### src/rtl/pipeline_hazard_ctrl_if.sv
// Hazard-control bundle between the pipeline datapath (master) and the
// stall/flush sequencer (slave).
interface pipeline_hazard_ctrl_if #(
  parameter int CNT_W = 16
);
  logic             id_valid;
  logic [4:0]       id_rs1;
  logic [4:0]       id_rs2;
  logic             id_uses_rs1;
  logic             id_uses_rs2;
  logic             ex_valid;
  logic             ex_memread;
  logic [4:0]       ex_rd;
  logic             ex_branch_taken;
  logic             imem_ready;
  logic             cnt_clear;

  logic             pc_write;
  logic             ifid_write;
  logic             ifid_flush;
  logic             idex_bubble;
  logic [1:0]       state;
  logic [CNT_W-1:0] stall_count;
  logic [CNT_W-1:0] flush_count;

  modport master (
    output id_valid, id_rs1, id_rs2, id_uses_rs1, id_uses_rs2,
    output ex_valid, ex_memread, ex_rd, ex_branch_taken,
    output imem_ready, cnt_clear,
    input  pc_write, ifid_write, ifid_flush, idex_bubble,
    input  state, stall_count, flush_count
  );

  modport slave (
    input  id_valid, id_rs1, id_rs2, id_uses_rs1, id_uses_rs2,
    input  ex_valid, ex_memread, ex_rd, ex_branch_taken,
    input  imem_ready, cnt_clear,
    output pc_write, ifid_write, ifid_flush, idex_bubble,
    output state, stall_count, flush_count
  );
endinterface

### src/rtl/pipeline_hazard_ctrl.sv
// Stall/flush sequencer for the 5-stage pipeline: load-use stalls, taken-branch
// flushes, instruction-memory wait states and saturating performance counters.
module pipeline_hazard_ctrl #(
  parameter int LU_CYCLES    = 2,
  parameter int FLUSH_CYCLES = 2,
  parameter int CNT_W        = 16
) (
  input logic                    clk,
  input logic                    rst_n,
  pipeline_hazard_ctrl_if.slave  bus
);

  typedef enum logic [1:0] {
    ST_RUN        = 2'd0,
    ST_LOAD_STALL = 2'd1,
    ST_FLUSH      = 2'd2,
    ST_IMEM_WAIT  = 2'd3
  } state_t;

  localparam logic [3:0]       LU_INIT    = 4'(LU_CYCLES - 1);
  localparam logic [3:0]       FLUSH_INIT = 4'(FLUSH_CYCLES - 1);
  localparam logic [CNT_W-1:0] CNT_MAX    = {CNT_W{1'b1}};
  localparam logic [CNT_W-1:0] CNT_ONE    = {{(CNT_W-1){1'b0}}, 1'b1};

  state_t           state_q, state_d;
  logic [3:0]       cnt_q, cnt_d;
  logic [CNT_W-1:0] stall_cnt_q, stall_cnt_d;
  logic [CNT_W-1:0] flush_cnt_q, flush_cnt_d;

  logic hz;
  logic pc_write, ifid_write, ifid_flush, idex_bubble;

  // x0 is hard-wired zero, so a load targeting it can never feed a consumer.
  assign hz = bus.ex_valid & bus.ex_memread & (bus.ex_rd != 5'd0) & bus.id_valid &
              ((bus.id_uses_rs1 & (bus.id_rs1 == bus.ex_rd)) |
               (bus.id_uses_rs2 & (bus.id_rs2 == bus.ex_rd)));

  always_ff @(posedge clk or negedge rst_n) begin
    if (!rst_n) begin
      state_q     <= ST_RUN;
      cnt_q       <= 4'd0;
      stall_cnt_q <= '0;
      flush_cnt_q <= '0;
    end else begin
      state_q     <= state_d;
      cnt_q       <= cnt_d;
      stall_cnt_q <= stall_cnt_d;
      flush_cnt_q <= flush_cnt_d;
    end
  end

  always_comb begin
    state_d     = state_q;
    cnt_d       = cnt_q;
    pc_write    = 1'b1;
    ifid_write  = 1'b1;
    ifid_flush  = 1'b0;
    idex_bubble = 1'b0;

    if (bus.ex_branch_taken) begin
      ifid_flush  = 1'b1;
      idex_bubble = 1'b1;
      if (FLUSH_CYCLES == 1) begin
        state_d = ST_RUN;
      end else begin
        state_d = ST_FLUSH;
        cnt_d   = FLUSH_INIT;
      end
    end else begin
      case (state_q)
        ST_LOAD_STALL: begin
          pc_write    = 1'b0;
          ifid_write  = 1'b0;
          idex_bubble = 1'b1;
          cnt_d       = cnt_q - 4'd1;
          if (cnt_q == 4'd1) begin
            state_d = bus.imem_ready ? ST_RUN : ST_IMEM_WAIT;
          end
        end
        ST_FLUSH: begin
          ifid_flush  = 1'b1;
          idex_bubble = 1'b1;
          cnt_d       = cnt_q - 4'd1;
          if (cnt_q == 4'd1) begin
            state_d = ST_RUN;
          end
        end
        ST_RUN, ST_IMEM_WAIT: begin
          // A wait state only leaves once the fetch lands; then it acts as RUN.
          if (state_q == ST_IMEM_WAIT && !bus.imem_ready) begin
            pc_write    = 1'b0;
            ifid_write  = 1'b0;
            idex_bubble = 1'b1;
          end else if (hz) begin
            pc_write    = 1'b0;
            ifid_write  = 1'b0;
            idex_bubble = 1'b1;
            if (LU_CYCLES == 1) begin
              state_d = ST_RUN;
            end else begin
              state_d = ST_LOAD_STALL;
              cnt_d   = LU_INIT;
            end
          end else if (!bus.imem_ready) begin
            pc_write    = 1'b0;
            ifid_write  = 1'b0;
            idex_bubble = 1'b1;
            state_d     = ST_IMEM_WAIT;
          end else begin
            state_d = ST_RUN;
          end
        end
        default: begin
          state_d = ST_RUN;
        end
      endcase
    end
  end

  always_comb begin
    stall_cnt_d = stall_cnt_q;
    flush_cnt_d = flush_cnt_q;
    if (bus.cnt_clear) begin
      stall_cnt_d = '0;
      flush_cnt_d = '0;
    end else begin
      if (!pc_write && stall_cnt_q != CNT_MAX) begin
        stall_cnt_d = stall_cnt_q + CNT_ONE;
      end
      if (ifid_flush && flush_cnt_q != CNT_MAX) begin
        flush_cnt_d = flush_cnt_q + CNT_ONE;
      end
    end
  end

  // While reset is held the pipeline is frozen and fed NOPs.
  always_comb begin
    if (!rst_n) begin
      bus.pc_write    = 1'b0;
      bus.ifid_write  = 1'b0;
      bus.ifid_flush  = 1'b1;
      bus.idex_bubble = 1'b1;
    end else begin
      bus.pc_write    = pc_write;
      bus.ifid_write  = ifid_write;
      bus.ifid_flush  = ifid_flush;
      bus.idex_bubble = idex_bubble;
    end
  end

  assign bus.state       = state_q;
  assign bus.stall_count = stall_cnt_q;
  assign bus.flush_count = flush_cnt_q;

endmodule

### src/flat_wrapper.sv
// flat-port wrapper written by rule: the top's interface ports become plain ports
module pipeline_hazard_ctrl_flat 
#(
  parameter int LU_CYCLES    = 2,
  parameter int FLUSH_CYCLES = 2,
  parameter int CNT_W        = 16
)
  (clk, rst_n, bus_id_valid, bus_id_rs1, bus_id_rs2, bus_id_uses_rs1, bus_id_uses_rs2, bus_ex_valid, bus_ex_memread, bus_ex_rd, bus_ex_branch_taken, bus_imem_ready, bus_cnt_clear, bus_pc_write, bus_ifid_write, bus_ifid_flush, bus_idex_bubble, bus_state, bus_stall_count, bus_flush_count);
  pipeline_hazard_ctrl_if #(.CNT_W(CNT_W)) bus_i ();
  input logic clk;
  input logic rst_n;
  input wire logic [$bits(bus_i.id_valid)-1:0] bus_id_valid;
  input wire logic [$bits(bus_i.id_rs1)-1:0] bus_id_rs1;
  input wire logic [$bits(bus_i.id_rs2)-1:0] bus_id_rs2;
  input wire logic [$bits(bus_i.id_uses_rs1)-1:0] bus_id_uses_rs1;
  input wire logic [$bits(bus_i.id_uses_rs2)-1:0] bus_id_uses_rs2;
  input wire logic [$bits(bus_i.ex_valid)-1:0] bus_ex_valid;
  input wire logic [$bits(bus_i.ex_memread)-1:0] bus_ex_memread;
  input wire logic [$bits(bus_i.ex_rd)-1:0] bus_ex_rd;
  input wire logic [$bits(bus_i.ex_branch_taken)-1:0] bus_ex_branch_taken;
  input wire logic [$bits(bus_i.imem_ready)-1:0] bus_imem_ready;
  input wire logic [$bits(bus_i.cnt_clear)-1:0] bus_cnt_clear;
  output wire logic [$bits(bus_i.pc_write)-1:0] bus_pc_write;
  output wire logic [$bits(bus_i.ifid_write)-1:0] bus_ifid_write;
  output wire logic [$bits(bus_i.ifid_flush)-1:0] bus_ifid_flush;
  output wire logic [$bits(bus_i.idex_bubble)-1:0] bus_idex_bubble;
  output wire logic [$bits(bus_i.state)-1:0] bus_state;
  output wire logic [$bits(bus_i.stall_count)-1:0] bus_stall_count;
  output wire logic [$bits(bus_i.flush_count)-1:0] bus_flush_count;
  assign bus_i.id_valid = bus_id_valid;
  assign bus_i.id_rs1 = bus_id_rs1;
  assign bus_i.id_rs2 = bus_id_rs2;
  assign bus_i.id_uses_rs1 = bus_id_uses_rs1;
  assign bus_i.id_uses_rs2 = bus_id_uses_rs2;
  assign bus_i.ex_valid = bus_ex_valid;
  assign bus_i.ex_memread = bus_ex_memread;
  assign bus_i.ex_rd = bus_ex_rd;
  assign bus_i.ex_branch_taken = bus_ex_branch_taken;
  assign bus_i.imem_ready = bus_imem_ready;
  assign bus_i.cnt_clear = bus_cnt_clear;
  assign bus_pc_write = bus_i.pc_write;
  assign bus_ifid_write = bus_i.ifid_write;
  assign bus_ifid_flush = bus_i.ifid_flush;
  assign bus_idex_bubble = bus_i.idex_bubble;
  assign bus_state = bus_i.state;
  assign bus_stall_count = bus_i.stall_count;
  assign bus_flush_count = bus_i.flush_count;
  pipeline_hazard_ctrl #(.LU_CYCLES(LU_CYCLES), .FLUSH_CYCLES(FLUSH_CYCLES), .CNT_W(CNT_W)) u_core (.clk(clk), .rst_n(rst_n), .bus(bus_i));
endmodule
### config.mk
export PLATFORM = sky130hd
export DESIGN_NAME = pipeline_hazard_ctrl_flat
export DESIGN_NICKNAME = d
export VERILOG_FILES = /design/src/rtl/pipeline_hazard_ctrl_if.sv /design/src/rtl/pipeline_hazard_ctrl.sv /design/src/flat_wrapper.sv
export SDC_FILE = /design/constraint.sdc
export NUM_CORES = 1
export LEC_CHECK = 0
export BUFFER_PORTS_ARGS = -buffer_cell sky130_fd_sc_hd__buf_2
export CAP_MARGIN = 10
export CORE_ASPECT_RATIO = 0.75
export CORE_MARGIN = 3
export CORE_UTILIZATION = 45
export CTS_CLUSTER_DIAMETER = 30
export CTS_CLUSTER_SIZE = 16
export DETAILED_ROUTE_END_ITERATION = 8
export PLACE_DENSITY = 0.69
export SLEW_MARGIN = 20
export SYNTH_ARGS = -nofsm -noshare
export SYNTH_HDL_FRONTEND = slang
export SYNTH_SLANG_ARGS = --single-unit
### constraint.sdc
create_clock -name clk -period 4.85 [get_ports clk]
set_input_delay 0.97 -clock clk [delete_from_list [all_inputs] [get_ports clk]]
set_output_delay 0.97 -clock clk [all_outputs]
set_load 0.1 [all_outputs]
==> Word level (Yosys, flattened, before mapping) <==
Index checks and enable logic that the tools add are counted.
{ "totals": {"elab_cells": 69, "out_inout_bits": 38, "reg_bits": 38} }
{ "classes": {"reduce_logical": 13, "muxes": 30, "bitwise": 7, "eq_ne": 12, "n_addsub": 3} }
{ "op_table": {"columns": ["operator", "count"], "rows": [
  ["16-bit 2-to-1 mux", 4],
  ["16-bit by 1-bit adder with 16-bit output (second input constant)", 2],
  ["16-bit != test (second input constant)", 2],
  ["1-bit 2-to-1 mux", 13],
  ["2-bit 2-to-1 mux", 6],
  ["4-bit 2-to-1 mux", 3],
  ["5-bit equality test", 2],
  ["3-bit by 2-bit != test with 1-bit output (second input constant)", 3],
  ["4-bit case mux with 2 select lines", 1],
  ["1-bit bitwise AND", 6],
  ["2-bit case mux with 3 select lines", 1],
  ["5-bit nonzero test", 1],
  ["2-bit equality test (second input constant)", 2],
  ["4-bit by 1-bit equality test with 1-bit output (second input constant)", 1],
  ["1-bit case mux with 2 select lines", 2],
  ["2-bit nonzero test", 2],
  ["2-bit OR reduction", 2],
  ["4-bit by 1-bit subtractor with 4-bit output (second input constant)", 1],
  ["1-bit logical AND", 3],
  ["3-bit != test (second input constant)", 1],
  ["3-bit AND reduction", 1],
  ["2-bit by 1-bit equality test with 1-bit output (second input constant)", 1],
  ["1-bit zero test", 2],
  ["2-bit zero test", 1],
  ["other kinds (2)", 2]
]} }

==> Longest topological paths before layout <==
Gate-level depths: netlist of run 1.
{ "logic_depth": {"word_depth": 12, "mapped_depth": 9, "ltp_nobuf": 8} }

==> Worst setup path after synthesis of run 1 <==
No wires, ideal clock.
{ "synth_timing": {"path_kind": "flip-flop to output port", "startpoint": "reg u_core.state_q[0] (netlist: u_core.bus.state[0])", "endpoint": "out bus_pc_write", "n_path_buf": 1, "path_slack_ps": 954, "t_arrival_ps": 2926, "stages_incl_launch_ff": 7, "t_required_ps": 3880, "cell_sequence": "dfrtp_1 > inv_1 > ha_1 > nor2_1 > a211oi_1 > and3b_1 > buf_4"} }
{ "synth_between": {"elab_chain_len": 6, "elab_cells_between_ends": 9, "classes_between": "eq/ne: 2; mux: 4; reduce/logical: 3"} }
{ "synth_rtl": {"columns": ["item", "line_no", "rtl"], "rows": [
  ["start, declared", "pipeline_hazard_ctrl.sv:25", "state_t state_q, state_d;"],
  ["start signal, assigned", "pipeline_hazard_ctrl.sv:45", "state_q <= state_d;"],
  ["2-bit equality test", null, null],
  ["1-bit logical AND", "pipeline_hazard_ctrl.sv:90", "if (state_q == ST_IMEM_WAIT && !bus.imem_ready) begin"],
  ["1-bit 2-to-1 mux", null, null],
  ["1-bit case mux with 2 select lines *", null, null],
  ["1-bit 2-to-1 mux * (2 in series)", null, null],
  ["end, declared", "flat_wrapper.sv:23", "output wire logic [$bits(bus_i.pc_write)-1:0] bus_pc_write;"]
]} }
Every way passes the cells marked *; elsewhere a longest branch is shown, timed or not.

==> Worst setup path after layout of run 1 <==
{ "layout_timing": {"startpoint": "reg u_core.state_q[0] (netlist: u_core.bus.state[0])", "endpoint": "out bus_pc_write"} }
{ "layout_between": {"elab_chain_len": 6, "elab_cells_between_ends": 9, "classes_between": "eq/ne: 2; mux: 4; reduce/logical: 3"} }
{ "layout_rtl": {"columns": ["item", "line_no", "rtl"], "rows": [
  ["2-bit equality test", "pipeline_hazard_ctrl.sv:70, pipeline_hazard_ctrl.sv:90", null],
  ["1-bit logical AND", "pipeline_hazard_ctrl.sv:90", null],
  ["1-bit 2-to-1 mux", "pipeline_hazard_ctrl.sv:90", null],
  ["1-bit case mux with 2 select lines *", "pipeline_hazard_ctrl.sv:70", "case (state_q)"],
  ["1-bit 2-to-1 mux *", "pipeline_hazard_ctrl.sv:60", "if (bus.ex_branch_taken) begin"],
  ["1-bit 2-to-1 mux *", "pipeline_hazard_ctrl.sv:138", "if (!rst_n) begin"]
]} }
Marks and branches as above.

==> reports/metrics.yaml, run 1 <==
vias_per_cell: 5.21
fin_cells: 364
max_freq_mhz: 299
status: "finished, final reports clean"
antenna_found_initial: 0
rsz0062_at_grt: "false"
synth_compound_area_share_pct: 7.32
htree_num_levels: 2
cts_buffer_depth: 2
grt_pass1_wl_um: 8760
p_leak_nw: 1.28
numClockSinks: 38
cts_setup_buffers: 0
sw_frac_of_total_pct: 46.8
synth.mux.area_fraction_pct: 1.09
vias: 1897
wire_per_inst_um: 14.1
design_power_total_mw: 1.10
place_hpwl_um: 3800
yosysWarnings: 0
power.switching_mw: 0.515
p_int_mw: 0.586
initial_core_util_pct: 49.0
path_class: "register to primary output"
p_seq_share_pct: 35.5
drcViolationCount: 0
cp_data_arrival_time_ns: 2.37
die_h_um: 67.8
syn_inst: 245
drt_iter0_markers: 99
yosysTopAreaCellShare_pct: 41.5
drv_slew: 0
drt_first_pass_iters: 4
hold_buffers: 0
grt_max_degree: 34
drive_gt1_share_pct: 27.0
synthSimpleGateAreaFrac_pct: 26.7
clkSlewWorstSetupHoldPaths_ns: 0.08
track_usage_pct: 19.0
die_x_um: 88.4
clockPowerShare_pct: 21.2
syn_area_um2: 2290
hold_path_class: "input port to asynchronous set/reset pin"
max-slew-margin-rel_pct: 54.1
power.density_nw_per_um2: 404
min_period_ns: 3.34
grt_pass1_vias: 1827
yosys.area_share.xor_xnor_pct: 15.3
final_cell_mix: "buf_2, nor2_1, dfrtp_1"
worst_setup_path_start_kind: "register"
required_ns: 3.88
io_pins: 63
clock_skew_ns: 0.00824
postRouteAntennaNets: 0
area_growth_pct: 19.0
avgSynthCellArea_um2: 9.35
die-area_um2: 5990
core_area_um2: 4680
synth_top_family_by_area: "simple AND/OR/NAND/NOR gates"
cts_buffers: 5
synth-seq-cells: 38
end_kind: "primary output"
drv_cap: 0
hold_violations: 0
setup_tns_ns: 0
clock_latency_ns: 0.30
critPathMaxFanout: 13
final_util_pct: 58.2
placed_area_um2: 2630
yosys.area_share.adder_pct: 4.37
io_buffers: 62
synth_cell_types: 39
syn-num-nets: 278
worst-slew-pin-transition_ns: 0.687
fin_area_um2: 2720
cts-root-buf: "clkbuf_8"
finalCritPeriodShare_pct: 68.9
grt-ovfl-total: 0
seq_area_frac_synth_pct: 41.5
rows: 21
power_frac_comb_pct: 43.3
wirelength_um: 5130
mostFrequentLayoutCell: "buf_2"
insertedDiodeCount: 0
layout.nets: 339
regToRegSetupSlack_ns: 2.16
post_cts_resized: 0
gp_congestion: 0.810
synthTopCellsByArea: "dfrtp_1, xnor2_1, nor2_1"
cts_tree: "yes"
peakVddDrop_mv: 0.334
synth_top_area_cell: "dfrtp_1"
setup_viol: 0
place_inst: 356
[Yosys cell counts]
cell type / instances
a211oi_1: 1
a21oi_1: 7
a22o_1: 1
a311oi_2: 1
a31oi_1: 3
a31oi_4: 2
and2_1: 2
and3_1: 3
and3b_1: 1
and4_1: 2
buf_1: 1
buf_2: 1
buf_4: 2
buf_6: 1
clkbuf_1: 4
dfrtp_1: 38
ha_1: 8
inv_1: 9
mux2_4: 1
mux2i_1: 1
nand2_1: 19
nand2b_1: 2
nand3_1: 12
nand3b_1: 1
nand4_1: 7
nor2_1: 46
nor2b_1: 1
nor3_1: 10
nor3_4: 1
nor3b_1: 1
nor4_2: 3
nor4_4: 1
nor4b_1: 4
o21ai_0: 4
o22ai_2: 1
o31ai_1: 1
or2_2: 2
xnor2_1: 27
xor2_1: 13
[critical path, stage by stage (launching register included)]
cell and delay, ns:
dfrtp_1 0.43, inv_1 0.07, ha_1 0.51, nor2_1 0.09, a211oi_1 0.43, and3b_1 0.25
buf_2 0.29
[final timing paths]
path                                            startpoint                         end  depth (start not counted)
worst max-delay path                   u_core.bus.state[0]                bus_pc_write                          6
worst min-delay path                                 rst_n             u_core.cnt_q[3]                          1
worst max register to register         u_core.bus.state[0]  u_core.bus.stall_count[15]                          8
worst min register to register  u_core.bus.stall_count[14]  u_core.bus.stall_count[14]                          2
max in group asynchronous                            rst_n             u_core.cnt_q[1]                          2
min in group clk                u_core.bus.stall_count[14]  u_core.bus.stall_count[14]                          2
[power groups by stage]
stage | logic [mW] | clock network [mW] | registers [mW]
after global routing | 0.521 | 0.258 | 0.396
after detailed placement | 0.477 | 0 | 0.396
after floorplan | 0.265 | 0 | 0.527
after global placement | 0.472 | 0 | 0.396
final | 0.477 | 0.234 | 0.390
after CTS | 0.477 | 0.243 | 0.390
[routing by layer]
metal	GRT usage [%]	up-vias	wire length [um]
met5	0	-	0
met3	4.27	5	216
met2	29.0	37	2300
met1	26.4	906	2560
met4	6.79	0	56
li1	-	949	-
[cell type report]
type	instances	area, um2
fill	437	1950
multi-input combinational	189	1250
inverter	9	33.8
timing repair buffer	63	318
clock buffer	6	82.6
sequential	38	951
tap	57	71.3
clock inverter	2	12.5
[cell families after synthesis]
group	Yosys count
simple gates	118
xor+xnor	40
mux	2
compound gates	21
fa+ha+maj	8
flops	38
buf+inv	18
[state kept, by name, indices dropped and copies added, names as in the netlist]
name and cells:
u_core.cnt_q 4, u_core.bus.state 2, u_core.bus.flush_count 16, u_core.bus.stall_count 16
[metrics by stage]
step | hold WS, ns | setup WS [ns]
after global routing | 0.494 | 1.34
after CTS | 0.496 | 1.50
after floorplan | 0.521 | 0.954
final | 0.510 | 1.51
after global placement | 0.535 | 1.57
after detailed placement | 0.544 | 1.52
(Power assumes the default switching activity.)
==> run 2, diff against run 1 <==
- ABC_AREA: default -> 1
- PLACE_DENSITY: 0.69 -> 0.68
- clock period: 4.85 -> 3.5 ns (I/O delays scaled with it)
==> reports/metrics.yaml, run 2 <==
status: "finished, final reports clean"
cp_data_arrival_time_ns: 2.16
synth_top_family_by_area: "simple AND/OR/NAND/NOR gates"
drcViolationCount: 0
synthSimpleGateAreaFrac_pct: 37.4
met1_usage_pct: 28.0
setup_ws_ns: 0.640
max-slew-margin-rel_pct: 61.8
setup_tns_ns: 0
synth_top_area_cell: "dfrtp_1"
wire_per_inst_um: 12.1
rows: 23
antenna_found_initial: 0
fin_cells: 514
yosysWarnings: 0
peakVddDrop_mv: 0.471
synth_common_cells: "nand2_1, inv_1, dfrtp_1, nor2_1, nand3_1"
end_kind: "primary output"
met2_usage_pct: 30.2
use_met3_pct: 3.92
cts-root-buf: "clkbuf_8"
placed_area_um2: 3040
initial_core_util_pct: 48.2
sw_frac_of_total_pct: 47.5
track_usage_pct: 19.5
cts_setup_buffers: 0
postRouteAntennaNets: 0
post_cts_resized: 0
finalCritPeriodShare_pct: 81.7
power.switching_mw: 0.712
critPathMaxFanout: 18
io_buffers: 62
htree_num_levels: 2
cts_buffers: 5
regToRegSetupSlack_ns: 1.49
avgSynthCellArea_um2: 7.07
vias_per_cell: 5.12
die-area_um2: 6890
ys.flop_type: "dfrtp_1"
synth_edf_count: 0
insertedDiodeCount: 0
place_inst: 506
setup_viol: 0
worst-slew-pin-transition_ns: 0.569
min_period_ns: 2.86
vias: 2632
seq_area_frac_synth_pct: 35.7
yosys.cell_count.top_type: "nand2_1"
hold_buffers: 0
io_pins: 63
drive_gt1_share_pct: 20.0
numClockSinks: 38
rsz0062_at_grt: "false"
p_int_mw: 0.787
worst_setup_path_start_kind: "input port"
synth_compound_area_share_pct: 5.82
final_cell_mix: "nand2_1, buf_2, inv_1"
yosys.area_share.adder_pct: 3.76
wirelength_um: 6200
layout.nets: 471
area_growth_pct: 17.5
drv_cap: 0
grt_max_degree: 33
gp_congestion: 0.919
synth_cell_types: 29
hold_violations: 0
hold_ws_ns: 0.324
drv_slew: 0
place_ws_ns: 0.628
cts_tree: "yes"
required_ns: 2.80
fin_area_um2: 3130
syn_area_um2: 2670
core_area_um2: 5530
p_seq_share_pct: 35.5
max_freq_mhz: 350
clock_skew_ns: 0.0115
power.density_nw_per_um2: 478
synthTopCellsByArea: "dfrtp_1, nand2_1, inv_1"
synth.mux.area_fraction_pct: 0
clockPowerShare_pct: 21.3
yosys.area_share.xor_xnor_pct: 6.90
clkSlewWorstSetupHoldPaths_ns: 0.07
final_util_pct: 56.7
grt_pass1_vias: 2374
power_frac_comb_pct: 43.2
syn-num-nets: 410
drt_iter0_markers: 117
grt-ovfl-total: 0
yosysTopAreaCellShare_pct: 35.7
p_leak_nw: 1.76
design_power_total_mw: 1.50
die_h_um: 72.6
drt_first_pass_iters: 4
ys_async_sr_fraction_pct: 100
synth-seq-cells: 38
die_x_um: 94.9
syn_inst: 377
hold_path_class: "input port to asynchronous set/reset pin"
clock_latency_ns: 0.29
path_class: "input port to primary output"
place_hpwl_um: 4780
mostFrequentLayoutCell: "nand2_1"
grt_pass1_wl_um: 10900
cts_buffer_depth: 2
top_usage_layer: "met2"
run 2: worst max-delay path, stage by stage:
cell	delay (ns)
buf_2	0.12
nor2_1	0.10
nand4_1	0.09
nand4_1	0.10
inv_1	0.05
nand2_1	0.11
nand2_1	0.08
nand2_1	0.11
nand2_4	0.16
nor2_4	0.11
buf_2	0.43
run 2: path summary, 6_finish.rpt:
check	from	end	cells after the start
max in group asynchronous	rst_n	u_core.bus.flush_count[4]	2
hold / removal	rst_n	u_core.bus.stall_count[1]	1
min in group clk	u_core.bus.flush_count[8]	u_core.bus.flush_count[8]	2
hold reg to reg	u_core.bus.flush_count[8]	u_core.bus.flush_count[8]	2
setup / recovery	bus_ex_rd[1]	bus_ifid_write	11
setup reg to reg	u_core.bus.stall_count[0]	u_core.bus.stall_count[1]	9
run 2: cell type report:
class,count,area (um2)
flip-flops and latches,38,952
fillers,550,2390
clock buffers,6,82.6
multi-input cells,270,1440
repair buffers,64,325
inverters,59,221
well taps,75,93.8
clock inverters,2,12.5
run 2: layer usage:
layer	up-vias	wire length (um)
met2	63	2650
met5	-	0
met4	0	71
met3	9	293
met1	1220	3190
li1	1340	-
run 2: power groups by stage:
stage | sequential, mW | combinational (mW) | clock [mW]
floorplan | 0.719 | 0.342 | 0
global route | 0.538 | 0.710 | 0.349
CTS | 0.531 | 0.653 | 0.331
detailed placement | 0.538 | 0.651 | 0
finish | 0.532 | 0.647 | 0.319
global placement | 0.537 | 0.641 | 0
run 2: cell families after synthesis:
| group | Yosys count |
|---|---|
| compound gates | 26 |
| xor+xnor | 21 |
| fa+ha+maj | 8 |
| buf+inv | 69 |
| flops | 38 |
| simple gates | 215 |
==> run 3, diff against run 2 <==
- PLACE_DENSITY: 0.68 -> 0.7
- clock period: 3.5 -> 2.5 ns (I/O delays scaled with it)
==> reports/metrics.yaml, run 3 (synthesized netlist as in run 2, its figures left out) <==
status: "finished, final reports clean"
wl_met2_um: 2760
grt_pass1_wl_um: 11000
grt_max_degree: 28
fin_area_um2: 3220
cts_buffer_depth: 2
gp_congestion: 0.854
endpoint: "bus_ifid_write"
max_freq_mhz: 447
die_h_um: 72.6
worst-slew-pin-transition_ns: 0.628
min_period_ns: 2.24
place_inst: 508
reg2regPathDepth: 9
drive_gt1_share_pct: 21.8
end_kind: "primary output"
place_ws_ns: 0.270
path_class: "register to primary output"
vias_per_cell: 5.10
regArea_um2: 958
finalCritPeriodShare_pct: 89.4
track_usage_pct: 19.9
drt_iter0_markers: 177
setup_tns_ns: 0
layout.nets: 473
power.density_nw_per_um2: 681
worst-path-buf-inv: 1
worstPathCellList: "ha_4 -> nor2_1 -> nand2_1 -> nand2_4 -> nor2_4 -> buf_12"
drt_first_pass_iters: 5
p_leak_nw: 1.78
cts_buffers: 5
hold_violations: 0
worstReg2RegEnd: "u_core.bus.stall_count[10]"
required_ns: 2.00
clkSlewWorstSetupHoldPaths_ns: 0.07
setup_ws_ns: 0.264
worst_setup_path_start_kind: "register"
initial_core_util_pct: 48.2
grt_pass1_vias: 2391
setup_viol: 0
placed_area_um2: 3120
top_layer_used: "met4"
rsz0062_at_grt: "false"
hold_ws_ns: 0.0383
insertedDiodeCount: 0
drcViolationCount: 0
design_power_total_mw: 2.19
cp_slowest_cell: "dfrtp_4"
mostFrequentLayoutCell: "nand2_1"
drt-met1-wl_um: 3210
final_cell_mix: "nand2_1, buf_2, inv_1"
slowest_delay_ns: 0.52
die_x_um: 94.9
critPathMaxFanout: 5
hold_path_class: "input port to asynchronous set/reset pin"
crit_family: "flip-flops"
regToRegSetupSlack_ns: 0.45
dr_wl_met3_um: 343
cts-root-buf: "clkbuf_8"
drv_cap: 0
hold_buffers: 0
fillerInstances: 557
clock_latency_ns: 0.29
post_cts_resized: 0
wirelength_um: 6340
grt-ovfl-total: 0
r2r-start: "u_core.bus.stall_count[0]"
peakVddDrop_mv: 0.612
clock_skew_ns: 0.00853
fin_cells: 516
postRouteAntennaNets: 0
htree_num_levels: 2
io_pins: 63
place_hpwl_um: 4900
die-area_um2: 6890
cp_data_arrival_time_ns: 1.74
drv_slew: 0
cp.depth: 6
multi_input_area_um2: 1460
cts_setup_buffers: 0
startpoint: "u_core.bus.state[1]"
area_growth_pct: 20.7
max-slew-margin-rel_pct: 58.1
cts_tree: "yes"
core_area_um2: 5530
antenna_found_initial: 0
wire_per_inst_um: 12.3
numClockSinks: 38
io_buffers: 62
rows: 23
final_util_pct: 58.2
vias: 2630
-- run 3: power breakdown --
part | total, mW | internal, mW | switching [mW]
combinational | 0.981 | 0.256 | 0.725
clock | 0.452 | 0.222 | 0.230
sequential | 0.756 | 0.685 | 0.0704
total | 2.19 | 1.16 | 1.03
-- run 3: area by class of cell --
type / instances / share of cell area [%]
Tap cell: 75 / 2.92
Multi-Input combinational cell: 270 / 45.4
Clock inverter: 2 / 0.389
Inverter: 59 / 6.96
Sequential cell: 38 / 29.8
Clock buffer: 6 / 2.57
Timing Repair Buffer: 66 / 11.9
-- run 3: worst min-delay path by stage --
stage	startpoint	end	slack, ns	cells after the start
floorplan	rst_n	u_core.bus.flush_count[0]	0.20	0
global placement	rst_n	u_core.bus.state[0]	0.34	1
detailed placement	rst_n	u_core.bus.state[0]	0.34	1
CTS	rst_n	u_core.bus.state[0]	0.03	1
global route	rst_n	u_core.bus.state[0]	0.03	1
finish	rst_n	u_core.bus.state[0]	0.04	1
-- run 3: per-layer routing --
metal  track usage [%]  vias to the layer above
met5                 0                        -
li1                  -                     1348
met1              28.9                     1210
met2              30.1                       70
met3              3.92                        2
met4              5.60                        0
